`src/rtl/efpga_accel_responder.sv`:
```
// eFPGA-side responder for the CPU coprocessor operand/operator/strobe/done handshake.
// Define EFPGA_ACCEL_MUL_EN to build the 32-cycle shift-add multiplier for operator 10.
module efpga_accel_responder #(
  parameter int DW      = 32,
  parameter int DELAY_W = 4
) (
  input  logic               clk_i,
  input  logic               reset,
  input  logic               en_i,
  input  logic               write_strobe_i,
  input  logic [DW-1:0]      operand_a_i,
  input  logic [DW-1:0]      operand_b_i,
  input  logic [1:0]         operator_i,
  input  logic [DELAY_W-1:0] delay_i,
  output logic [DW-1:0]      result_a_o,
  output logic [DW-1:0]      result_b_o,
  output logic [DW-1:0]      result_c_o,
  output logic               fpga_done_o,
  output logic               busy_o
);

  // state | meaning
  // IDLE  | waiting for a strobe
  // EXEC  | computing (1 cycle, or one multiplier bit per cycle)
  // WAIT  | counting down the extra completion delay
  // DONE  | results valid, done held high
  typedef enum logic [1:0] {IDLE, EXEC, WAIT, DONE} state_t;

  state_t             state;
  logic [DW-1:0]      op_a;
  logic [DW-1:0]      op_b;
  logic [1:0]         opcode;
  logic [DELAY_W-1:0] cnt;
  logic [DW:0]        sum;
  logic [DW:0]        diff;
  logic               ult;
  logic               slt;
  logic               accept;
  logic               exec_last;
  logic [DW-1:0]      calc_a;
  logic [DW-1:0]      calc_b;
  logic [DW-1:0]      calc_c;

  assign accept = en_i && write_strobe_i && (state == IDLE || state == DONE);
  assign sum    = {1'b0, op_a} + {1'b0, op_b};
  assign diff   = {1'b0, op_a} - {1'b0, op_b};
  assign ult    = op_a < op_b;
  assign slt    = $signed(op_a) < $signed(op_b);

`ifdef EFPGA_ACCEL_MUL_EN
  localparam int BW = $clog2(DW);
  localparam logic [BW-1:0] LAST_BIT = BW'(DW - 1);

  logic [2*DW-1:0] mcand;
  logic [2*DW-1:0] prod;
  logic [2*DW-1:0] prod_next;
  logic [DW-1:0]   mplier;
  logic [BW-1:0]   bit_cnt;

  assign prod_next = prod + (mplier[0] ? mcand : '0);
  assign exec_last = (opcode != 2'b10) || (bit_cnt == LAST_BIT);

  // The datapath steps freely in EXEC; only the FSM decides whether the result lands.
  always_ff @(posedge clk_i) begin
    if (reset) begin
      mcand   <= '0;
      mplier  <= '0;
      prod    <= '0;
      bit_cnt <= '0;
    end else if (accept) begin
      mcand   <= {{DW{1'b0}}, operand_a_i};
      mplier  <= operand_b_i;
      prod    <= '0;
      bit_cnt <= '0;
    end else if (state == EXEC) begin
      mcand   <= mcand << 1;
      mplier  <= mplier >> 1;
      prod    <= prod_next;
      bit_cnt <= bit_cnt + BW'(1);
    end
  end
`else
  assign exec_last = 1'b1;
`endif

  always_comb begin
    calc_a = '0;
    calc_b = '0;
    calc_c = '0;
    case (opcode)
      2'b00: begin
        calc_a = sum[DW-1:0];
        calc_b = diff[DW-1:0];
        calc_c = {{(DW-2){1'b0}}, diff[DW], sum[DW]};
      end
      2'b01: begin
        calc_a = op_a & op_b;
        calc_b = op_a | op_b;
        calc_c = op_a ^ op_b;
      end
      2'b10: begin
`ifdef EFPGA_ACCEL_MUL_EN
        calc_a = prod_next[DW-1:0];
        calc_b = prod_next[2*DW-1:DW];
        calc_c = DW'(DW);
`else
        calc_c = '1;
`endif
      end
      default: begin
        calc_a = ult ? op_a : op_b;
        calc_b = ult ? op_b : op_a;
        calc_c = {{(DW-3){1'b0}}, op_a == op_b, slt, ult};
      end
    endcase
  end

  always_ff @(posedge clk_i) begin
    if (reset) begin
      state       <= IDLE;
      op_a        <= '0;
      op_b        <= '0;
      opcode      <= '0;
      cnt         <= '0;
      result_a_o  <= '0;
      result_b_o  <= '0;
      result_c_o  <= '0;
      fpga_done_o <= 1'b0;
      busy_o      <= 1'b0;
    end else if (!en_i) begin
      state       <= IDLE;
      fpga_done_o <= 1'b0;
      busy_o      <= 1'b0;
    end else begin
      case (state)
        IDLE, DONE: begin
          if (write_strobe_i) begin
            op_a        <= operand_a_i;
            op_b        <= operand_b_i;
            opcode      <= operator_i;
            cnt         <= delay_i;
            state       <= EXEC;
            busy_o      <= 1'b1;
            fpga_done_o <= 1'b0;
          end
        end
        EXEC: begin
          if (exec_last) begin
            result_a_o <= calc_a;
            result_b_o <= calc_b;
            result_c_o <= calc_c;
            if (cnt == '0) begin
              state       <= DONE;
              busy_o      <= 1'b0;
              fpga_done_o <= 1'b1;
            end else begin
              state <= WAIT;
            end
          end
        end
        WAIT: begin
          cnt <= cnt - DELAY_W'(1);
          if (cnt <= DELAY_W'(1)) begin
            state       <= DONE;
            busy_o      <= 1'b0;
            fpga_done_o <= 1'b1;
          end
        end
        default: state <= IDLE;
      endcase
    end
  end

endmodule

```
`config.mk`:
```
export PLATFORM = sky130hd
export DESIGN_NAME = efpga_accel_responder
export DESIGN_NICKNAME = d
export VERILOG_FILES = /design/src/rtl/efpga_accel_responder.sv
export SDC_FILE = /design/constraint.sdc
export NUM_CORES = 1
export LEC_CHECK = 0
export BUFFER_PORTS_ARGS = -buffer_cell sky130_fd_sc_hd__buf_4
export CAP_MARGIN = 5
export CORE_MARGIN = 4
export CORE_UTILIZATION = 35
export CTS_BUF_LIST = sky130_fd_sc_hd__clkbuf_4 sky130_fd_sc_hd__clkbuf_8
export DETAILED_ROUTE_END_ITERATION = 7
export HOLD_SLACK_MARGIN = 0.05
export SETUP_SLACK_MARGIN = 0.2
export SLEW_MARGIN = 0
export SYNTH_ARGS = -nofsm -noshare
export SYNTH_HDL_FRONTEND = slang
export SYNTH_SLANG_ARGS = --single-unit
```
`constraint.sdc`:
```
create_clock -name clk_i -period 3.8 [get_ports clk_i]
set_input_delay 0 -clock clk_i [delete_from_list [all_inputs] [get_ports clk_i]]
set_output_delay 0 -clock clk_i [all_outputs]
set_load 0.1 [all_outputs]
```
==> metrics.log, run 1 <==
[metrics] number of search-and-repair iterations in the first detailed-routing pass: 6
[metrics] Max Clk Rate: 0.2857 GHz
[metrics] sequential element share of the synthesized area: 27.50%
[metrics] setup_tns: 0 ns
[metrics] Post-Place Worst Slack: 0.2620 ns
[metrics] layout cell share with drive strength beyond 1: a little under a fifth
[metrics] number of global-route vias before repair: approximately 13000
[metrics] Yosys top cell by area: sky130_fd_sc_hd__dfxtp_1
[metrics] setup repair after global routing missed its margin: yes
[metrics] count of cell types in the netlist: a little under 80
[metrics] crit path from: op_a[10]$_SDFFE_PP0P_
[metrics] total CTS buffers: 17
[metrics] Synth Register Bits: between 150 and 200
[metrics] reg-to-reg startpoint: op_a[10]$_SDFFE_PP0P_
[metrics] effective utilization at floorplan: 35.65%
[metrics] async set-or-reset flop fraction in the synthesized netlist: 0%
[metrics] vertical die dimension: 196.1 µm
[metrics] LEAKAGE: about 6.3 nW
[metrics] EDFF count, synth: 0
[metrics] setup clock skew after layout: around 0.018 ns
[metrics] worst slew margin relative to its limit: 34.70%
[metrics] Max clock buf depth: 2
[metrics] Least-Margin Pin Slew: 0.9785 ns
[metrics] remaining global-route overflow: 0
[metrics] proportion of netlist area held by the largest area contributor: 27.50%
[metrics] Power per Cell Area: 373.9 mW/mm²
[metrics] crit-path max FO: 6
[metrics] placed insts: 2306
[metrics] most common flop cell mapped by yosys: sky130_fd_sc_hd__dfxtp_1
[metrics] Avg Vias per Cell: 5.722
[metrics] largest net degree at the start of global routing: 67
[metrics] initial antenna violation count: 0
[metrics] clock-pin slew of the registers on the worst-case setup and hold paths: 0.11 ns
[metrics] net total in the final layout: roughly 2100
[metrics] arrival time worst endpoint: 3.87 ns
[metrics] capturing element type of the critical path: register
[metrics] width of the chip: 196.1 µm
[metrics] growth of design area from synthesis to finish: 27.86%
[metrics] Max Slew Vio Count: 0
[metrics] routed vias: 13790
[metrics] DR WL/cell: 22.01 µm
[metrics] Worst VDD drop: 0.2585 mV
[metrics] Crit path required time: 4.17 ns
[metrics] Worst-Skew Late Latency: 0.51 ns
[metrics] aggregate routed wire length: ~53000 µm
[metrics] Post-Syn Area: 0.01238 mm²
[metrics] share of the cycle needed by the critical path after routing: 92.10%
[metrics] DR DRC count: 0
[metrics] final number of hold-violating endpoints: 0
[metrics] register-to-register path setup slack: about 0.3 ns
[metrics] average cell area after synthesis: about 7.3 µm²
[metrics] startpoint of the lowest-slack hold path: reset
[metrics] total half-perimeter wirelength after legalization and detailed placement: 38850 µm
[metrics] overall die area: 0.03844 mm²
[metrics] post-route insts no fill: ~2400
[metrics] max cap viols: 0
[metrics] Clock Sink Count: between 150 and 200
[metrics] outcome: finished, final reports clean
[metrics] gp weighted congestion: slightly above 1
[metrics] initial drt markers: 1560
[metrics] final-layout worst hold slack: 0.09493 ns
[metrics] crit path capture: result_a_o[18]$_SDFFE_PP0P_
[metrics] row count: 68
[metrics] YS warnings: 0
[metrics] PortBufs: around 170
[metrics] total setup violations reported at the end of the flow: 0
[metrics] Root Driver: sky130_fd_sc_hd__clkbuf_8
[metrics] Synth Instances: 1699
[metrics] antenna diode instance count: 0
[metrics] clock tree from TritonCTS: yes
[metrics] cells taking the most area after synthesis: sky130_fd_sc_hd__dfxtp_1, sky130_fd_sc_hd__ha_1, sky130_fd_sc_hd__a21oi_1
[metrics] category of the most critical setup path: register to register
[metrics] time the worst path needs with I/O delays and setup: 3.500 ns
[metrics] GRT Util Overall: 26.58%
[metrics] first-pass GRT wire length: 80120 µm
[metrics] DRT antenna net count: 0
[metrics] H-tree levels: 4
[metrics] kind of start point of the critical path: register
[metrics] smallest setup slack after layout: between 0.3 and 0.4 ns
[metrics] worst flop-to-flop path endpoint: result_a_o[18]$_SDFFE_PP0P_
[metrics] I/O pin count: 172
[metrics] r2r worst-path depth: 12
[metrics] min-delay worst type: primary input to register
[metrics] net count of the mapped netlist: 1880
[metrics] core area: 0.03471 mm²
-- placed cells by master (no fill, tap or decap), types with 7 or more instances in the layout --
cell,instances
sky130_fd_sc_hd__dfxtp_1,168
sky130_fd_sc_hd__a311oi_1,20
sky130_fd_sc_hd__nand2_1,211
sky130_fd_sc_hd__o21bai_1,24
sky130_fd_sc_hd__o21ai_0,58
sky130_fd_sc_hd__a211oi_1,16
sky130_fd_sc_hd__o31ai_1,20
sky130_fd_sc_hd__nand4_1,10
sky130_fd_sc_hd__nor4_1,14
sky130_fd_sc_hd__nand3_1,71
sky130_fd_sc_hd__inv_1,110
sky130_fd_sc_hd__a221oi_1,18
sky130_fd_sc_hd__xnor2_1,40
sky130_fd_sc_hd__nor2_1,162
sky130_fd_sc_hd__nand2b_1,19
sky130_fd_sc_hd__mux2i_1,16
sky130_fd_sc_hd__clkbuf_8,17
sky130_fd_sc_hd__mux2_2,8
sky130_fd_sc_hd__o211ai_1,11
sky130_fd_sc_hd__a31oi_1,25
sky130_fd_sc_hd__ha_1,104
sky130_fd_sc_hd__dlygate4sd3_1,72
sky130_fd_sc_hd__a21oi_1,220
sky130_fd_sc_hd__buf_4,277
sky130_fd_sc_hd__a211o_1,7
sky130_fd_sc_hd__nor3_1,56
sky130_fd_sc_hd__a21o_1,17
-- synth_stat cells (17+ instances only) --
master / count
sky130_fd_sc_hd__clkbuf_1: 87
sky130_fd_sc_hd__ha_1: 105
sky130_fd_sc_hd__nand2b_1: 19
sky130_fd_sc_hd__nand3_1: 72
sky130_fd_sc_hd__a311oi_1: 20
sky130_fd_sc_hd__nor2_1: 165
sky130_fd_sc_hd__buf_2: 20
sky130_fd_sc_hd__nand2_1: 211
sky130_fd_sc_hd__a21o_1: 17
sky130_fd_sc_hd__a31oi_1: 28
sky130_fd_sc_hd__o21bai_1: 24
sky130_fd_sc_hd__o21ai_0: 59
sky130_fd_sc_hd__xnor2_1: 40
sky130_fd_sc_hd__a221oi_1: 19
sky130_fd_sc_hd__nor3_1: 56
sky130_fd_sc_hd__inv_1: 110
sky130_fd_sc_hd__o31ai_1: 20
sky130_fd_sc_hd__buf_1: 17
sky130_fd_sc_hd__dfxtp_1: 170
sky130_fd_sc_hd__a21oi_1: 221
-- sequential cells by signal, summed over array words and instances, names as in the netlist --
register	cells
op_a	32
result_c_o	32
result_a_o	32
opcode	2
cnt	4
busy_o	1
state	2
op_b	32
fpga_done_o	1
result_b_o	32
-- report_power, final --
group | internal, W | switching (W) | leakage (nW)
sequential | 0.00188 | 0.0000906 | 1.38
clock | 0.000558 | 0.000843 | 0.209
combinational | 0.000859 | 0.00169 | 4.74
-- layer usage --
metal,vias to the layer above,part of all wire [%],GRT usage (%)
met4,0,2.8,8.353
met3,112,9.8,5.976
met1,6487,47,40.48
met2,749,40,36.81
li1,6443,-,-
met5,-,0,0
-- final cells by class --
type	instances	area [µm²]
clock buffers	17	234.0
clock inverters	15	168.9
fillers	3601	18890
inverters	111	416.7
multi-input cells	1289	8159
flip-flops and latches	170	3406
well taps	455	569.3
repair buffers	353	2872
-- cell families (layout without fill, tap and decap cells) --
family	Yosys count	after routing	synth area share (%)
compound gates	525	525	27.35
xor+xnor	45	45	3.184
fa+ha+maj	107	107	10.94
buf+inv	240	496	7.642
flops	170	170	27.50
mux	26	26	2.204
simple gates	586	586	21.19
-- metrics by stage --
stage | power, W | utilization (%) | cell area [µm²]
6_report | 0.005917 | 45.59 | 15830
3_3_place_gp | 0.004377 | 42.04 | 14590
4_1_cts | 0.005834 | 45.28 | 15720
3_5_place_dp | 0.004381 | 42.04 | 14590
5_1_grt | 0.006151 | 45.59 | 15830
2_1_floorplan | 0.003562 | - | 12380
-- critical path, stage by stage, from the launching register on --
cell and delay [ns]:
sky130_fd_sc_hd__dfxtp_1 0.44, sky130_fd_sc_hd__inv_1 0.07, sky130_fd_sc_hd__ha_1 0.34, sky130_fd_sc_hd__or3_4 0.43
sky130_fd_sc_hd__or4_4 0.45, sky130_fd_sc_hd__a2111oi_4 0.30, sky130_fd_sc_hd__nor3_4 0.12, sky130_fd_sc_hd__nor3_4 0.24
sky130_fd_sc_hd__or2_1 0.24, sky130_fd_sc_hd__buf_4 0.17, sky130_fd_sc_hd__nor4_1 0.05, sky130_fd_sc_hd__a311oi_1 0.40
sky130_fd_sc_hd__a311oi_1 0.15
-- how the worst min path moves through the flow --
| stage | depth (start not counted) | endpoint | slack [ns] |
|---|---|---|---|
| final | 2 | op_b[13]$_SDFFE_PP0P_ | 0.09 |
| after global routing | 2 | op_b[13]$_SDFFE_PP0P_ | 0.10 |
| after CTS | 2 | op_a[14]$_SDFFE_PP0P_ | 0.08 |
| after detailed placement | 3 | op_a[6]$_SDFFE_PP0P_ | 0.26 |
| after global placement | 3 | op_b[27]$_SDFFE_PP0P_ | 0.25 |
| after floorplan | 2 | op_b[1]$_SDFFE_PP0P_ | 0.14 |
-- timing repair --
| action | 4_1_cts | 5_1_grt |
|---|---|---|
| endpoints found under the setup margin | 0 | 31 |
| buffers inserted | 0 | 0 |
| hold buffers | 72 | 0 |
| gates resized for setup | 0 | 20 |
| endpoints found under the hold margin | 74 | 0 |
(Power assumes the default switching activity.)
==> run 2, diff against run 1 <==
--- a/config.mk
+++ b/config.mk
@@ -5,6 +5,7 @@
 export SDC_FILE = /design/constraint.sdc
 export NUM_CORES = 1
 export LEC_CHECK = 0
+export ABC_AREA = 1
 export BUFFER_PORTS_ARGS = -buffer_cell sky130_fd_sc_hd__buf_4
 export CAP_MARGIN = 5
 export CORE_MARGIN = 4
==> run 2 against run 1 <==
Global-route usage shrank 1.8 points; clock power is 6% lower; clock-buffer cell count grew 5; total power increased by 3.8%; largest power group unchanged; wire length is 0.56% lower.
==> metrics.log, run 2 <==
[metrics] outcome: finished, final reports clean
[metrics] register-to-register path setup slack: 0.57 ns (+0.27 ns)
[metrics] number of global-route vias before repair: 14320 (+10%)
[metrics] overall die area: 0.04205 mm² (+9.4%)
[metrics] Worst VDD drop: 0.2402 mV (-7.1%)
[metrics] Power per Cell Area: 374.6 mW/mm² (+0.19%)
[metrics] routed vias: 15070 (+9.2%)
[metrics] most frequent cell after synthesis: sky130_fd_sc_hd__nand2_1
[metrics] I/O pin count: 172 (unchanged)
[metrics] total CTS buffers: 17 (unchanged)
[metrics] DR DRC count: 0 (unchanged)
[metrics] width of the chip: 205.1 µm (+4.6%)
[metrics] power share of the sequential group: 32.0% (-1.2 points)
[metrics] setup repair after global routing missed its margin: no
[metrics] cells taking the most area after synthesis: sky130_fd_sc_hd__dfxtp_1, sky130_fd_sc_hd__nand2_1, sky130_fd_sc_hd__ha_1
[metrics] Max clock buf depth: 2 (unchanged)
[metrics] proportion of netlist area held by the largest area contributor: 25.04% (-2.5 points)
[metrics] part of the power in the clock network: 21.4% (-2.3 points)
[metrics] placed insts: 2809 (+22%)
[metrics] largest net degree at the start of global routing: 80 (+19%)
[metrics] GRT Util Overall: 24.79% (-1.8 points)
[metrics] capturing element type of the critical path: register
[metrics] DRT antenna net count: 0 (unchanged)
[metrics] Max Slew Vio Count: 0 (unchanged)
[metrics] Worst-Skew Late Latency: 0.52 ns (about the same)
[metrics] vertical die dimension: 205.1 µm (+4.6%)
[metrics] first-pass GRT wire length: 81720 µm (+2.0%)
[metrics] postcts setup bufs: 0 (unchanged)
[metrics] aggregate routed wire length: 52750 µm (-0.56%)
[metrics] final-layout worst hold slack: 0.3002 ns (+0.2053 ns)
[metrics] share of the cycle needed by the critical path after routing: 84.92% (-7.2 points)
[metrics] r2r worst-path depth: 12 (unchanged)
[metrics] Synth Instances: 2225 (+31%)
[metrics] EDFF count, synth: 0 (unchanged)
[metrics] sequential element share of the synthesized area: 25.04% (-2.5 points)
[metrics] clock-pin slew of the registers on the worst-case setup and hold paths: 0.10 ns (about the same)
[metrics] min-delay worst type: primary input to register
[metrics] DR WL/cell: 18.01 µm (-18%)
[metrics] average cell area after synthesis: 6.109 µm² (-16%)
[metrics] net total in the final layout: 2585 (+22%)
[metrics] Post-synth top cells: sky130_fd_sc_hd__nand2_1, sky130_fd_sc_hd__inv_1, sky130_fd_sc_hd__a21oi_1
[metrics] final number of hold-violating endpoints: 0 (unchanged)
[metrics] sw frac: 46.62% (+2.3 points)
[metrics] instance area after placement: 0.01514 mm² (+3.8%)
[metrics] layout cell share with drive strength beyond 1: 12.83% (-6.0 points)
[metrics] PortBufs: 171 (unchanged)
[metrics] Combinational Power Share: 46.5% (+3.4 points)
[metrics] Synth Register Bits: 170 (unchanged)
[metrics] effective utilization at floorplan: 35.75% (+0.096 points)
[metrics] H-tree levels: 4 (unchanged)
[metrics] setup_tns: 0 ns (unchanged)
[metrics] Post-Place Worst Slack: 0.7159 ns (+0.4539 ns)
[metrics] total half-perimeter wirelength after legalization and detailed placement: 39490 µm (+1.7%)
[metrics] kind of start point of the critical path: register
[metrics] initial antenna violation count: 0 (unchanged)
[metrics] YS warnings: 0 (unchanged)
[metrics] Cell Int Power: 0.003278 W (-0.47%)
[metrics] clock tree from TritonCTS: yes
[metrics] Max Clk Rate: 0.3099 GHz (+8.5%)
[metrics] gp weighted congestion: 0.9457 (-6.8%)
[metrics] row count: 71 (+4.4%)
[metrics] Fill cells: 4152 (+15%)
[metrics] crit-path max FO: 40 (+34)
[metrics] Least-Margin Pin Slew: 1.199 ns (+0.2206 ns)
[metrics] Post-Syn Area: 0.01359 mm² (+9.8%)
[metrics] async set-or-reset flop fraction in the synthesized netlist: 0% (unchanged)
[metrics] core area: 0.03802 mm² (+9.5%)
[metrics] Yosys top cell by area: sky130_fd_sc_hd__dfxtp_1
[metrics] Avg Vias per Cell: 5.145 (-10%)
[metrics] total net switching power: 0.002863 W (+9.1%)
[metrics] Clock Sink Count: 170 (unchanged)
[metrics] Crit path required time: 4.20 ns (+0.03 ns)
[metrics] most common cell after layout, fill and taps aside: sky130_fd_sc_hd__nand2_1
[metrics] initial drt markers: 1147 (-26%)
[metrics] arrival time worst endpoint: 3.63 ns (-0.24 ns)
[metrics] max cap viols: 0 (unchanged)
[metrics] Hold Path Stages: 3 (+1)
[metrics] time the worst path needs with I/O delays and setup: 3.227 ns (-0.2730 ns)
[metrics] top library cells by usage in the layout, fill and taps aside: sky130_fd_sc_hd__nand2_1, sky130_fd_sc_hd__inv_1, sky130_fd_sc_hd__a21oi_1
[metrics] smallest setup slack after layout: 0.5731 ns (+0.2730 ns)
[metrics] worst slew margin relative to its limit: 19.97% (-15 points)
[metrics] total setup violations reported at the end of the flow: 0 (unchanged)
[metrics] Finished Cell Area: 0.01639 mm² (+3.6%)
[metrics] number of search-and-repair iterations in the first detailed-routing pass: 6 (unchanged)
[metrics] category of the most critical setup path: register to register
[metrics] Root Driver: sky130_fd_sc_hd__clkbuf_8
[metrics] remaining global-route overflow: 0 (unchanged)
[metrics] net count of the mapped netlist: 2406 (+28%)
[metrics] setup clock skew after layout: 0.01533 ns (-0.002281 ns)
[metrics] most common flop cell mapped by yosys: sky130_fd_sc_hd__dfxtp_1
[metrics] LEAKAGE: 8.417 nW (+33%)
[metrics] antenna diode instance count: 0 (unchanged)
[metrics] count of cell types in the netlist: 44 (-44%)
[metrics] growth of design area from synthesis to finish: 20.60%
[metrics] post-route insts no fill: 2928 (+21%)
run 2: changes by cell type after synthesis, moves of 20 or more:
cell	change
sky130_fd_sc_hd__nor2_1	-32
sky130_fd_sc_hd__nand2_1	+324
sky130_fd_sc_hd__nor3_1	-44
sky130_fd_sc_hd__o21ai_0	+164
sky130_fd_sc_hd__a31oi_1	-27
sky130_fd_sc_hd__xnor2_1	-39
sky130_fd_sc_hd__nand3_2	+20
sky130_fd_sc_hd__o31ai_1	-20
sky130_fd_sc_hd__nand3_1	+145
sky130_fd_sc_hd__inv_1	+220
sky130_fd_sc_hd__a311oi_1	-20
run 2: final timing paths:
path / startpoint / endpoint
worst min-delay path: reset / cnt[2]$_SDFFE_PP0P_
worst max register to register: op_b[22]$_SDFFE_PP0P_ / result_a_o[23]$_SDFFE_PP0P_
worst max-delay path: op_b[22]$_SDFFE_PP0P_ / result_a_o[23]$_SDFFE_PP0P_
worst min register to register: fpga_done_o$_SDFFE_PP0P_ / fpga_done_o$_SDFFE_PP0P_
run 2: stage by stage:
step,util (%),power (W)
floorplan,-,0.003964
global placement,39.83,0.004735
detailed placement,39.83,0.004750
CTS,43.12,0.006150
global route,43.12,0.006524
finish,43.12,0.006141
run 2: cell type report:
cell class                 instances  area (µm²)  share of cell area [%]
multi-input combinational       1582        8274                   50.47
sequential                       170        3403                   20.76
timing repair buffer             283        2380                   14.52
inverter                         350        1319                   8.045
tap                              511       639.4                   3.900
clock buffer                      22       284.0                   1.733
clock inverter                    10       93.84                  0.5724
run 2: power by group through the flow:
stage / clock network (W) / logic [W] / registers, W
detailed placement: 0 / 0.00274 / 0.00201
global placement: 0 / 0.00273 / 0.00200
global route: 0.00142 / 0.00312 / 0.00198
floorplan: 0 / 0.00161 / 0.00236
CTS: 0.00136 / 0.00283 / 0.00197
finish: 0.00132 / 0.00286 / 0.00197
run 2: cells by family after synthesis:
family | count (synthesis) | share of synthesized area [%]
AND/OR/NAND/NOR | 967 | 31.03
AO/OA/AOI/OAI | 502 | 19.26
buffers and inverters | 473 | 14.33
flip-flops | 170 | 25.04
adder cells (fa/ha/maj) | 107 | 9.960
XOR/XNOR | 6 | 0.3866
run 2: worst max-delay path: stages, from the launching register on:
cell and delay [ns]:
sky130_fd_sc_hd__dfxtp_1 0.38, sky130_fd_sc_hd__inv_1 0.12, sky130_fd_sc_hd__ha_1 0.65, sky130_fd_sc_hd__o21ai_0 0.35
sky130_fd_sc_hd__nand2_1 0.12, sky130_fd_sc_hd__nand2_1 0.07, sky130_fd_sc_hd__inv_1 0.07, sky130_fd_sc_hd__nand2_1 0.12
sky130_fd_sc_hd__a21oi_4 0.20, sky130_fd_sc_hd__buf_4 0.59, sky130_fd_sc_hd__nand3_1 0.15, sky130_fd_sc_hd__nand3_1 0.14
sky130_fd_sc_hd__a21oi_1 0.08
run 2: metal layers:
| metal | GRT usage (%) | vias to the layer above | wire length, µm |
|---|---|---|---|
| li1 | - | 7460 | - |
| met1 | 35.79 | 7091 | 25250 |
| met2 | 38.34 | 468 | 23110 |
| met3 | 4.638 | 47 | 3524 |
| met4 | 5.694 | 0 | 864 |
| met5 | 0 | - | 0 |
run 2: timing repair:
item,4_1_cts,5_1_grt
hold buffers,87,0
endpoints found under the hold margin,76,0
resized for setup,0,0
